File: config.mk
export PLATFORM = sky130hd
export DESIGN_NAME = dds_dac_spi_out
export DESIGN_NICKNAME = d
export VERILOG_FILES = /design/src/rtl/dds_dac_spi_out.sv
export SDC_FILE = /design/constraint.sdc
export NUM_CORES = 1
export LEC_CHECK = 0
export ABC_AREA = 1
export CORE_MARGIN = 2
export CORE_UTILIZATION = 40
export DETAILED_ROUTE_END_ITERATION = 6
export GPL_ROUTABILITY_DRIVEN = 0
export PLACE_DENSITY = 0.69
export SLEW_MARGIN = 10
export SYNTH_ARGS = -nofsm -noshare
export SYNTH_HDL_FRONTEND = slang
export SYNTH_SLANG_ARGS = --single-unit
File: constraint.sdc
create_clock -name clk -period 1.7 [get_ports clk]
set_input_delay 0.255 -clock clk [delete_from_list [all_inputs] [get_ports clk]]
set_output_delay 0.255 -clock clk [all_outputs]
set_load 0.05 [all_outputs]
File: src/rtl/dds_dac_spi_out.sv
// DAC output stage: picks one DDS waveform, scales it about mid-scale and ships
// each sample as a 16-bit SPI mode-0 frame at a fixed sample rate.
module dds_dac_spi_out #(
  parameter int         SCLK_DIV   = 2,
  parameter int         FRAME_BITS = 16,
  parameter logic [3:0] CMD        = 4'b0011,
  parameter int         SAMPLE_DIV = 100
) (
  input  logic       clk,
  input  logic       rst,
  input  logic [1:0] wave_sel,
  input  logic [1:0] amp_sel,
  input  logic [7:0] sine_wave,
  input  logic [7:0] square_wave,
  input  logic [7:0] triangle_wave,
  input  logic [7:0] sawtooth_wave,
  output logic [7:0] sample_out,
  output logic       dac_cs_n,
  output logic       dac_sclk,
  output logic       dac_mosi,
  output logic       busy,
  output logic       frame_done
);

  localparam int CW = (SAMPLE_DIV > 1) ? $clog2(SAMPLE_DIV) : 1;
  localparam int HW = (SCLK_DIV > 1) ? $clog2(SCLK_DIV) : 1;
  localparam int BW = (FRAME_BITS > 1) ? $clog2(FRAME_BITS) : 1;
  localparam logic [CW-1:0] CNT_LAST  = CW'(SAMPLE_DIV - 1);
  localparam logic [HW-1:0] HALF_LAST = HW'(SCLK_DIV - 1);
  localparam logic [BW-1:0] BIT_LAST  = BW'(FRAME_BITS - 1);

  typedef enum logic [1:0] {IDLE, LOAD, SHIFT, HOLD} state_t;

  state_t                state, state_nxt;
  logic [CW-1:0]         cnt;
  logic                  tick;
  logic [HW-1:0]         hcnt, hcnt_nxt;
  logic [BW-1:0]         bcnt, bcnt_nxt;
  logic [FRAME_BITS-1:0] shreg, shreg_nxt, frame_word;
  logic [7:0]            wave_mux, scaled, sample_nxt;
  logic                  cs_n_nxt, sclk_nxt, mosi_nxt, done_nxt;

  // Offset-binary -> two's complement, arithmetic shift, back to offset-binary,
  // so attenuation pulls the waveform toward 0x80 rather than toward zero.
  function automatic logic [7:0] scale_sample(input logic [7:0] w, input logic [1:0] sh);
    logic signed [7:0] s;
    logic signed [7:0] r;
    s = signed'(w ^ 8'h80);
    r = s >>> sh;
    return r ^ 8'h80;
  endfunction

  always_comb begin
    case (wave_sel)
      2'b00:   wave_mux = sine_wave;
      2'b01:   wave_mux = square_wave;
      2'b10:   wave_mux = triangle_wave;
      default: wave_mux = sawtooth_wave;
    endcase
  end

  assign scaled     = scale_sample(wave_mux, amp_sel);
  assign frame_word = {CMD, scaled, {(FRAME_BITS-12){1'b0}}};
  assign tick       = (cnt == CNT_LAST);
  assign busy       = (state != IDLE);

  // Free-running sample-rate counter; ticks landing mid-frame are simply ignored.
  always_ff @(posedge clk) begin
    if (rst)       cnt <= '0;
    else if (tick) cnt <= '0;
    else           cnt <= cnt + 1'b1;
  end

  always_ff @(posedge clk) begin
    if (rst) state <= IDLE;
    else     state <= state_nxt;
  end

  always_comb begin
    state_nxt  = state;
    hcnt_nxt   = hcnt;
    bcnt_nxt   = bcnt;
    shreg_nxt  = shreg;
    sample_nxt = sample_out;
    cs_n_nxt   = dac_cs_n;
    sclk_nxt   = dac_sclk;
    mosi_nxt   = dac_mosi;
    done_nxt   = 1'b0;
    case (state)
      IDLE: begin
        cs_n_nxt = 1'b1;
        sclk_nxt = 1'b0;
        mosi_nxt = 1'b0;
        if (tick) begin
          state_nxt  = LOAD;
          sample_nxt = scaled;
          shreg_nxt  = frame_word;
          cs_n_nxt   = 1'b0;
          mosi_nxt   = frame_word[FRAME_BITS-1];
        end
      end
      LOAD: begin
        state_nxt = SHIFT;
        hcnt_nxt  = '0;
        bcnt_nxt  = '0;
      end
      SHIFT: begin
        if (hcnt == HALF_LAST) begin
          hcnt_nxt = '0;
          sclk_nxt = ~dac_sclk;
          // Falling edge: present the next bit, or close the frame after the last one.
          if (dac_sclk) begin
            shreg_nxt = shreg << 1;
            mosi_nxt  = shreg[FRAME_BITS-2];
            bcnt_nxt  = bcnt + 1'b1;
            if (bcnt == BIT_LAST) begin
              state_nxt = HOLD;
              cs_n_nxt  = 1'b1;
              sclk_nxt  = 1'b0;
              mosi_nxt  = 1'b0;
              done_nxt  = 1'b1;
            end
          end
        end else begin
          hcnt_nxt = hcnt + 1'b1;
        end
      end
      HOLD: begin
        state_nxt = IDLE;
        cs_n_nxt  = 1'b1;
        sclk_nxt  = 1'b0;
        mosi_nxt  = 1'b0;
      end
      default: state_nxt = IDLE;
    endcase
  end

  always_ff @(posedge clk) begin
    if (rst) begin
      hcnt       <= '0;
      bcnt       <= '0;
      sample_out <= 8'h80;
      dac_cs_n   <= 1'b1;
      dac_sclk   <= 1'b0;
      dac_mosi   <= 1'b0;
      frame_done <= 1'b0;
    end else begin
      hcnt       <= hcnt_nxt;
      bcnt       <= bcnt_nxt;
      sample_out <= sample_nxt;
      dac_cs_n   <= cs_n_nxt;
      dac_sclk   <= sclk_nxt;
      dac_mosi   <= mosi_nxt;
      frame_done <= done_nxt;
    end
  end

  always_ff @(posedge clk) begin
    shreg <= shreg_nxt;
  end

endmodule

After elaboration in Yosys (flattened, before gate mapping)
Index checks and enable logic that the tools add are counted.

Memories kept: 0. Memory bits (read-only): 0. Register bits after elaboration: 41. Input bits: 38. Memory bits (writable): 0. Word-level logic and storage cells: 76. Latch bits: 0.

Multiplexer cells: 29. $add $sub $neg: 3. Bitwise logic cells: 5. $mul: 0. Reductions and logical operators: 17. Shifts and indexed selects: 1. Order comparisons: 0. Equality and inequality tests: 11. Divide/modulo/power cells: 0.

Operators by type and width (number): $mux 15 (3); $pmux 15 s2 (1); $pmux 8 s3 (1); $mux 1 (12); $reduce_and 4->1 (3); $mux 2 (4); $mux 4 (2); $ne 2x2->1 const B (4); $pmux 2 s4 (1); $pmux 4 s2 (1); $reduce_bool 2->1 (4); $sshr 8x2->8 (1); $add 7x1->7 const B (1); $eq 7x7->1 const B (1); $eq 2x2->1 const B (3); $pmux 1 s2 (3); $reduce_and 3->1 (2); $not 1->1 (5); $add 4x1->4 const B (1); $eq 2x1->1 const B (2); $eq 4x4->1 const B (1); $logic_not 2->1 (2); $reduce_and 2->1 (2); $reduce_or 2->1 (2); other kinds (4) (4).

Depth between registers and ports, before layout
Gate-level depths: netlist of the first run.

Word-level depth: 7. Depth in mapped cells: 9. Gate-level depth less buffers: 9.

Worst setup path after synthesis of the first run
Ideal clock, no wire load.

Kind: register to register. From: register state[0]. To: register shreg[10] (enable). Slack: -27 ps. Stages on the path, launching flop included: 7. Period minus slack after synthesis: 1727 ps. Path buffers: 0. Arrival: 1380 ps. Cells stage by stage: dfxtp_1 -> inv_1 -> ha_1 -> inv_1 -> nor2_1 -> inv_1 -> o2111a_1.

Cells in the longest elaborated chain, start to end: 3. Elaborated cells on any way between the ends: 7. Classes of those cells: eq/ne: 4; reduce/logical: 3.

Ends and longest elaborated chain: start, declared (RTL line 34) `state_t state, state_nxt;`; start signal, assigned (RTL line 76) `else state <= state_nxt;`; $eq 2x2->1 or $logic_not 2->1 (tied branches) (RTL line 89) `case (state)`; $ne 2x2->1 (no source line) or $reduce_bool 2->1 (tied branches); $reduce_and 4->1 (no source line) *; end signal, assigned (RTL line 159) `shreg <= shreg_nxt;`; end, declared (RTL line 39) `logic [FRAME_BITS-1:0] shreg, shreg_nxt, frame_word;`.

Mark *: on every way between the ends. The rest lies on a longest branch, timed or not. A chain may end at the register's enable or synchronous reset.

Final worst setup path of the first run
From: register state[0]. To: register shreg[6] (enable).

Same word-level chain as after synthesis.

==> results of run 1 <==
==> state kept, by name, summed over array words and instances, names as in the netlist <==
register and cells:
hcnt 1, dac_cs_n 1, sample_out 8, state 2, bcnt 4, dac_mosi 1
shreg 11, cnt 7, frame_done 1, dac_sclk 1
==> power by group through the flow <==
stage	sequential, µW	combinational (µW)	clock (µW)
after floorplan	939	140	0
after global placement	939	282	0
after detailed placement	939	286	0
after CTS	919	286	623
after global routing	920	319	666
final	920	286	594
==> through the flow <==
stage / utilization, % / hold slack [ns] / cell area (µm²) / TNS [ns]
after floorplan: - / 0.324 / 2100 / 0
after global placement: 54.6 / 0.434 / 2770 / -2.78
after detailed placement: 54.6 / 0.441 / 2770 / -3.45
after CTS: 56.2 / 0.455 / 2850 / 0
after global routing: 57.1 / 0.435 / 2900 / -0.0766
final: 57.1 / 0.413 / 2900 / 0
==> routing by layer <==
metal / vias up / GRT usage [%]
met1: 900 / 21.0
met2: 38 / 30.8
met4: 0 / 8.00
li1: 1066 / -
met5: - / 0
met3: 7 / 3.44
==> cell families after synthesis <==
group           count (synthesis)  synth area share (%)
flops                          37                  40.6
buf+inv                        33                  6.99
compound gates                 45                  12.5
fa+ha+maj                       8                  4.78
simple gates                  151                  35.1
==> worst paths after layout <==
kind | startpoint | end | slack (ns)
setup / recovery | state[0] | shreg[6] | 0.13
hold / removal | cnt[0] | cnt[0] | 0.41
setup reg to reg | state[0] | shreg[6] | 0.13
hold reg to reg | cnt[0] | cnt[0] | 0.41
==> Yosys cell counts (all sizes together) <==
| master | n | area share, % |
|---|---|---|
| nand2 | 60 | 12 |
| nand3 | 49 | 13 |
| dfxtp | 26 | 25 |
| inv | 26 | 4.7 |
| o21ai | 22 | 5.8 |
| nor2 | 20 | 4.1 |
| a21oi | 19 | 5.1 |
| edfxtp | 11 | 16 |
| or2 | 10 | 3.1 |
| ha | 8 | 4.8 |
| nor3 | 7 | 1.9 |
| buf | 6 | 2.2 |
| nor4 | 2 | 0.60 |
| o21a | 2 | 0.72 |
| and3 | 1 | 0.30 |
| clkbuf | 1 | 0.18 |
| nand4 | 1 | 0.30 |
| nor3b | 1 | 0.36 |
| o2111a | 1 | 0.54 |
| o31ai | 1 | 0.36 |
==> final cells by class <==
type	count	area (µm²)
Fill cell	508	2170
Clock inverter	2	10.0
Sequential cell	37	852
Clock buffer	6	72.6
Timing Repair Buffer	71	668
Tap cell	70	87.6
Multi-Input combinational cell	204	1110
Inverter	26	97.6
==> what timing repair did <==
item	4_1_cts	5_1_grt
gates resized for setup	0	8
hold endpoints to repair	0	0
endpoints found under the setup margin	0	29
buffers inserted	0	2
==> summary.txt, run 1 <==
Slew @ Worst Pin: 0.356 ns
R2R depth: 7
WP data arrival: 1.58 ns
leakage: 0.00123 µW
Reg clk slew, reported paths: 0.07 ns
Core Rows: 26
Worst Clk Skew: 0.00543 ns
crit-path leading delay family: buffers and inverters
gr usage total: 17.7%
Worst-Skew Late Latency: 0.29 ns
Critical Path RT: 1.71 ns
DRC Markers: 0
Tot Pwr: 1800 µW
area of the core: 5070 µm²
Yosys Warn Count: 0
Post-Synthesis Cells: 274
minimum clock period: 1.57 ns
area grow syn2layout: 38.5%
Avg WL per Cell: 11.4 µm
outcome: complete, no violations
sequential fraction of design power: 51.1%
Starting Density: 41.3%
RSZ-0062 raised after global routing: true
Die Wd: 76.4 µm
Top Layer Used: met4
Worst Hold Path Cells: 1
Sw Ratio: 24.6%
Netlist cell types: 34
Pre-Repair DR Iteration Count: 4
net switching power: 442 µW
commonest non-fill, non-tap cell in the layout: nand2_1
worst rel slew slack: 76.2%
Via Count: 2011
clock share of power: 33.0%
most frequent cells in the layout: 54 x nand2_1, 44 x nand3_1, 35 x clkdlybuf4s50_1
Final period util: 92.5%
worst hold path type: register to register
Mapped Area: 2090 µm²
global-route wire length before repair: 8340 µm
Nets: 391
clk sink count: 37
CP max FO: 11
Crit Path Class: register to register
Finished Layout Cells: 416
Syn Nets: 320
Die Y: 76.4 µm
ant diodes: 0
total stage count of the critical path: 7
CTS Buf Count: 5
GRT overflow: 0
worst path bufs/invs: 4
setup violators final: 0
layout cell share with drive strength beyond 1: 21.1%
Max Slew Vio Count: 0
Final WS setup: 0.127 ns
placed cell count: 406
wl on met1: 2080 µm
fmax: 0.636 GHz
CP peak stage delay: 0.33 ns
worst slack, placed: -0.289 ns
H-tree depth: 2
cell mode on critical path: inv_1
post-synthesis sequential area ratio: 40.6%
worst vdd ir: 0.420 mV
DP HPWL: 3750 µm
number of port buffers: 50
endpoint type of the worst setup path: register
routed wire length: 4730 µm
CP max-delay cell: dfxtp_1
initial antenna violation count: 0
combinational power share: 15.9%
Post-Syn Area per Cell: 7.64 µm²
num ports: 51
final hold viol count: 0
vias per inst: 4.83
vias in the first global route: 1978
critical path, cell by cell: inv_1 > ha_1 > inv_1 > nor2_1 > inv_1 > o2111a_2 > buf_12
P_int: 1360 µW
die area: 5830 µm²
Max Cap Viol: 0
CTS root buffer: clkbuf_8
FF+latch count, synth: 37
met3 WL: 196 µm
clk buf depth: 2
met2 wire length: 2370 µm
largest net degree at the start of global routing: 15
PD cells: 620 nW/µm²
DRT iter0 DRCs: 121
CP startpoint kind: register
CTS Hold Buffers Added: 0
Routed Antenna Nets: 0
CTS tree: yes
Power figures use the tool's default switching activity.
==> inputs of run 2 (changes only) <==
--- a/config.mk
+++ b/config.mk
@@ -7,10 +7,11 @@
 export LEC_CHECK = 0
 export ABC_AREA = 1
 export CORE_MARGIN = 2
-export CORE_UTILIZATION = 40
+export CORE_UTILIZATION = 45
 export DETAILED_ROUTE_END_ITERATION = 6
 export GPL_ROUTABILITY_DRIVEN = 0
-export PLACE_DENSITY = 0.69
+export PLACE_DENSITY = 0.77
+export SETUP_SLACK_MARGIN = 0.3
 export SLEW_MARGIN = 10
 export SYNTH_ARGS = -nofsm -noshare
 export SYNTH_HDL_FRONTEND = slang
==> run 2 against run 1 <==
  * Combinational power increased by 8.0%
  * Critical path depth unchanged
  * Via count increased by 7.2%
  * Die area decreased by 11%
  * Clock skew increased by 0.0013 ns
  * Worst hold slack improved by 0.071 ns
  * Sequential power about the same
  * Flip-flop and latch count unchanged
  * Register-to-register slack improved by 0.02 ns
  * Final cell count decreased by 1.2%
  * Final area increased by 9.6%
  * Critical path type unchanged
  * Critical endpoint is now shreg[14]
  * Largest power group unchanged
==> summary.txt, run 2 (synthesis results as in run 1) <==
Avg WL per Cell: 13.5 µm
minimum clock period: 1.55 ns
clk sink count: 37
initial antenna violation count: 0
FF+latch area: 865 µm²
ant diodes: 0
Reg clk slew, reported paths: 0.08 ns
clk buf depth: 2
WP data arrival: 1.56 ns
CP peak stage delay: 0.37 ns
Critical Path RT: 1.71 ns
Worst Hold Path Cells: 2
Final period util: 91.2%
net switching power: 470 µW
Sw Ratio: 25.7%
Tot Pwr: 1830 µW
worst vdd ir: 0.705 mV
DP HPWL: 3830 µm
RSZ-0062 raised after global routing: true
Via Count: 2156
multi-input logic area: 1270 µm²
outcome: complete, no violations
leakage: 0.00131 µW
Core Rows: 24
critical path, cell by cell: ha_4 > nand2_4 > nor3_4 > nand2_2 > nand2_2 > o2111a_2 > buf_12
most frequent cells in the layout: 51 x nand2_1, 39 x nand3_1, 38 x buf_4
CTS root buffer: clkbuf_8
post-layout util: 72.0%
cell mode on critical path: nand2_2
Worst Clk Skew: 0.00678 ns
number of port buffers: 50
PD cells: 576 nW/µm²
die area: 5220 µm²
CP max FO: 11
filler instances: 336
total stage count of the critical path: 7
Starting Density: 47.4%
CP startpoint kind: register
P_int: 1360 µW
Die Wd: 72.2 µm
vias per inst: 5.25
num ports: 51
endpoint type of the worst setup path: register
Nets: 404
CTS Buf Count: 5
Die Y: 72.2 µm
worst hold path type: register to register
Max Slew Vio Count: 0
layout cell share with drive strength beyond 1: 32.9%
setup violators final: 0
sequential fraction of design power: 50.2%
commonest non-fill, non-tap cell in the layout: nand2_1
GRT overflow: 0
R2R depth: 7
Worst-Skew Late Latency: 0.29 ns
fmax: 0.645 GHz
clock share of power: 33.0%
worst path bufs/invs: 1
vias in the first global route: 2032
area of the core: 4410 µm²
final hold viol count: 0
largest net degree at the start of global routing: 17
gr usage total: 21.1%
H-tree depth: 2
DRC Markers: 0
Slew @ Worst Pin: 0.385 ns
WHS: 0.484 ns
DRT iter0 DRCs: 112
CP max-delay cell: dfxtp_4
routed wire length: 5560 µm
Pre-Repair DR Iteration Count: 4
combinational power share: 16.9%
CTS tree: yes
Crit Path Class: register to register
area grow syn2layout: 51.8%
global-route wire length before repair: 8540 µm
crit-path leading delay family: flip-flops
most flop-heavy register: shreg
Routed Antenna Nets: 0
biggest regs: shreg (11), sample_out (8), cnt (7)
max reg flops: 11
Max Cap Viol: 0
worst rel slew slack: 74.3%
[run 2: worst paths after layout]
| check | from | end | slack (ns) |
|---|---|---|---|
| max | cnt[0] | shreg[14] | 0.15 |
| min | cnt[6] | cnt[6] | 0.48 |
| max reg2reg | cnt[0] | shreg[14] | 0.15 |
| min reg2reg | cnt[6] | cnt[6] | 0.48 |
[run 2: repair_timing]
action,in CTS,in global routing
buffers inserted,14,3
setup endpoints to repair,38,39
gates resized for setup,15,35
hold buffers,0,0
pin swaps,4,6
cloned,0,1
[run 2: metrics by stage]
step                      setup slack [ns]  cell area, µm²  instances  TNS [ns]
after floorplan                      0.214            2160        274         0
after global placement              -0.230            2770        385     -2.52
after detailed placement            -0.316            2770        385     -3.26
after CTS                            0.206            3030        407         0
after global routing                0.0770            3180        411         0
final                                0.149            3180        411         0
[run 2: power groups by stage]
stage	Combinational (µW)	Sequential (µW)	Clock [µW]
2_1_floorplan	144	941	0
3_3_place_gp	284	941	0
3_5_place_dp	293	943	0
4_1_cts	297	918	613
5_1_grt	341	919	655
6_report	309	918	603
[run 2: worst min-delay path, cell delays in order (launching register included)]
cell and delay [ns]:
dfxtp_1 0.33, o31ai_1 0.06, a21oi_1 0.05
[run 2: area by class of cell]
cell class	instances	share of cell area, %
multi-input combinational	204	39.9
sequential	37	27.2
clock inverter	3	0.551
tap	52	2.05
clock buffer	5	2.16
inverter	26	3.42
timing repair buffer	84	24.8
[run 2: layer usage]
layer | vias to the layer above | global-route usage, % | share of wire [%]
met5 | - | 0 | 0
met4 | 0 | 8.39 | 1.9
met3 | 11 | 5.00 | 4.1
met2 | 53 | 37.9 | 51
met1 | 1002 | 23.8 | 43
li1 | 1090 | - | -
==> inputs of run 3 (changes only) <==
--- a/config.mk
+++ b/config.mk
@@ -6,6 +6,7 @@
 export NUM_CORES = 1
 export LEC_CHECK = 0
 export ABC_AREA = 1
+export CAP_MARGIN = 15
 export CORE_MARGIN = 2
 export CORE_UTILIZATION = 45
 export DETAILED_ROUTE_END_ITERATION = 6
==> results of run 3 <==
Final layout, timing and power as in run 2 (identical DEF).
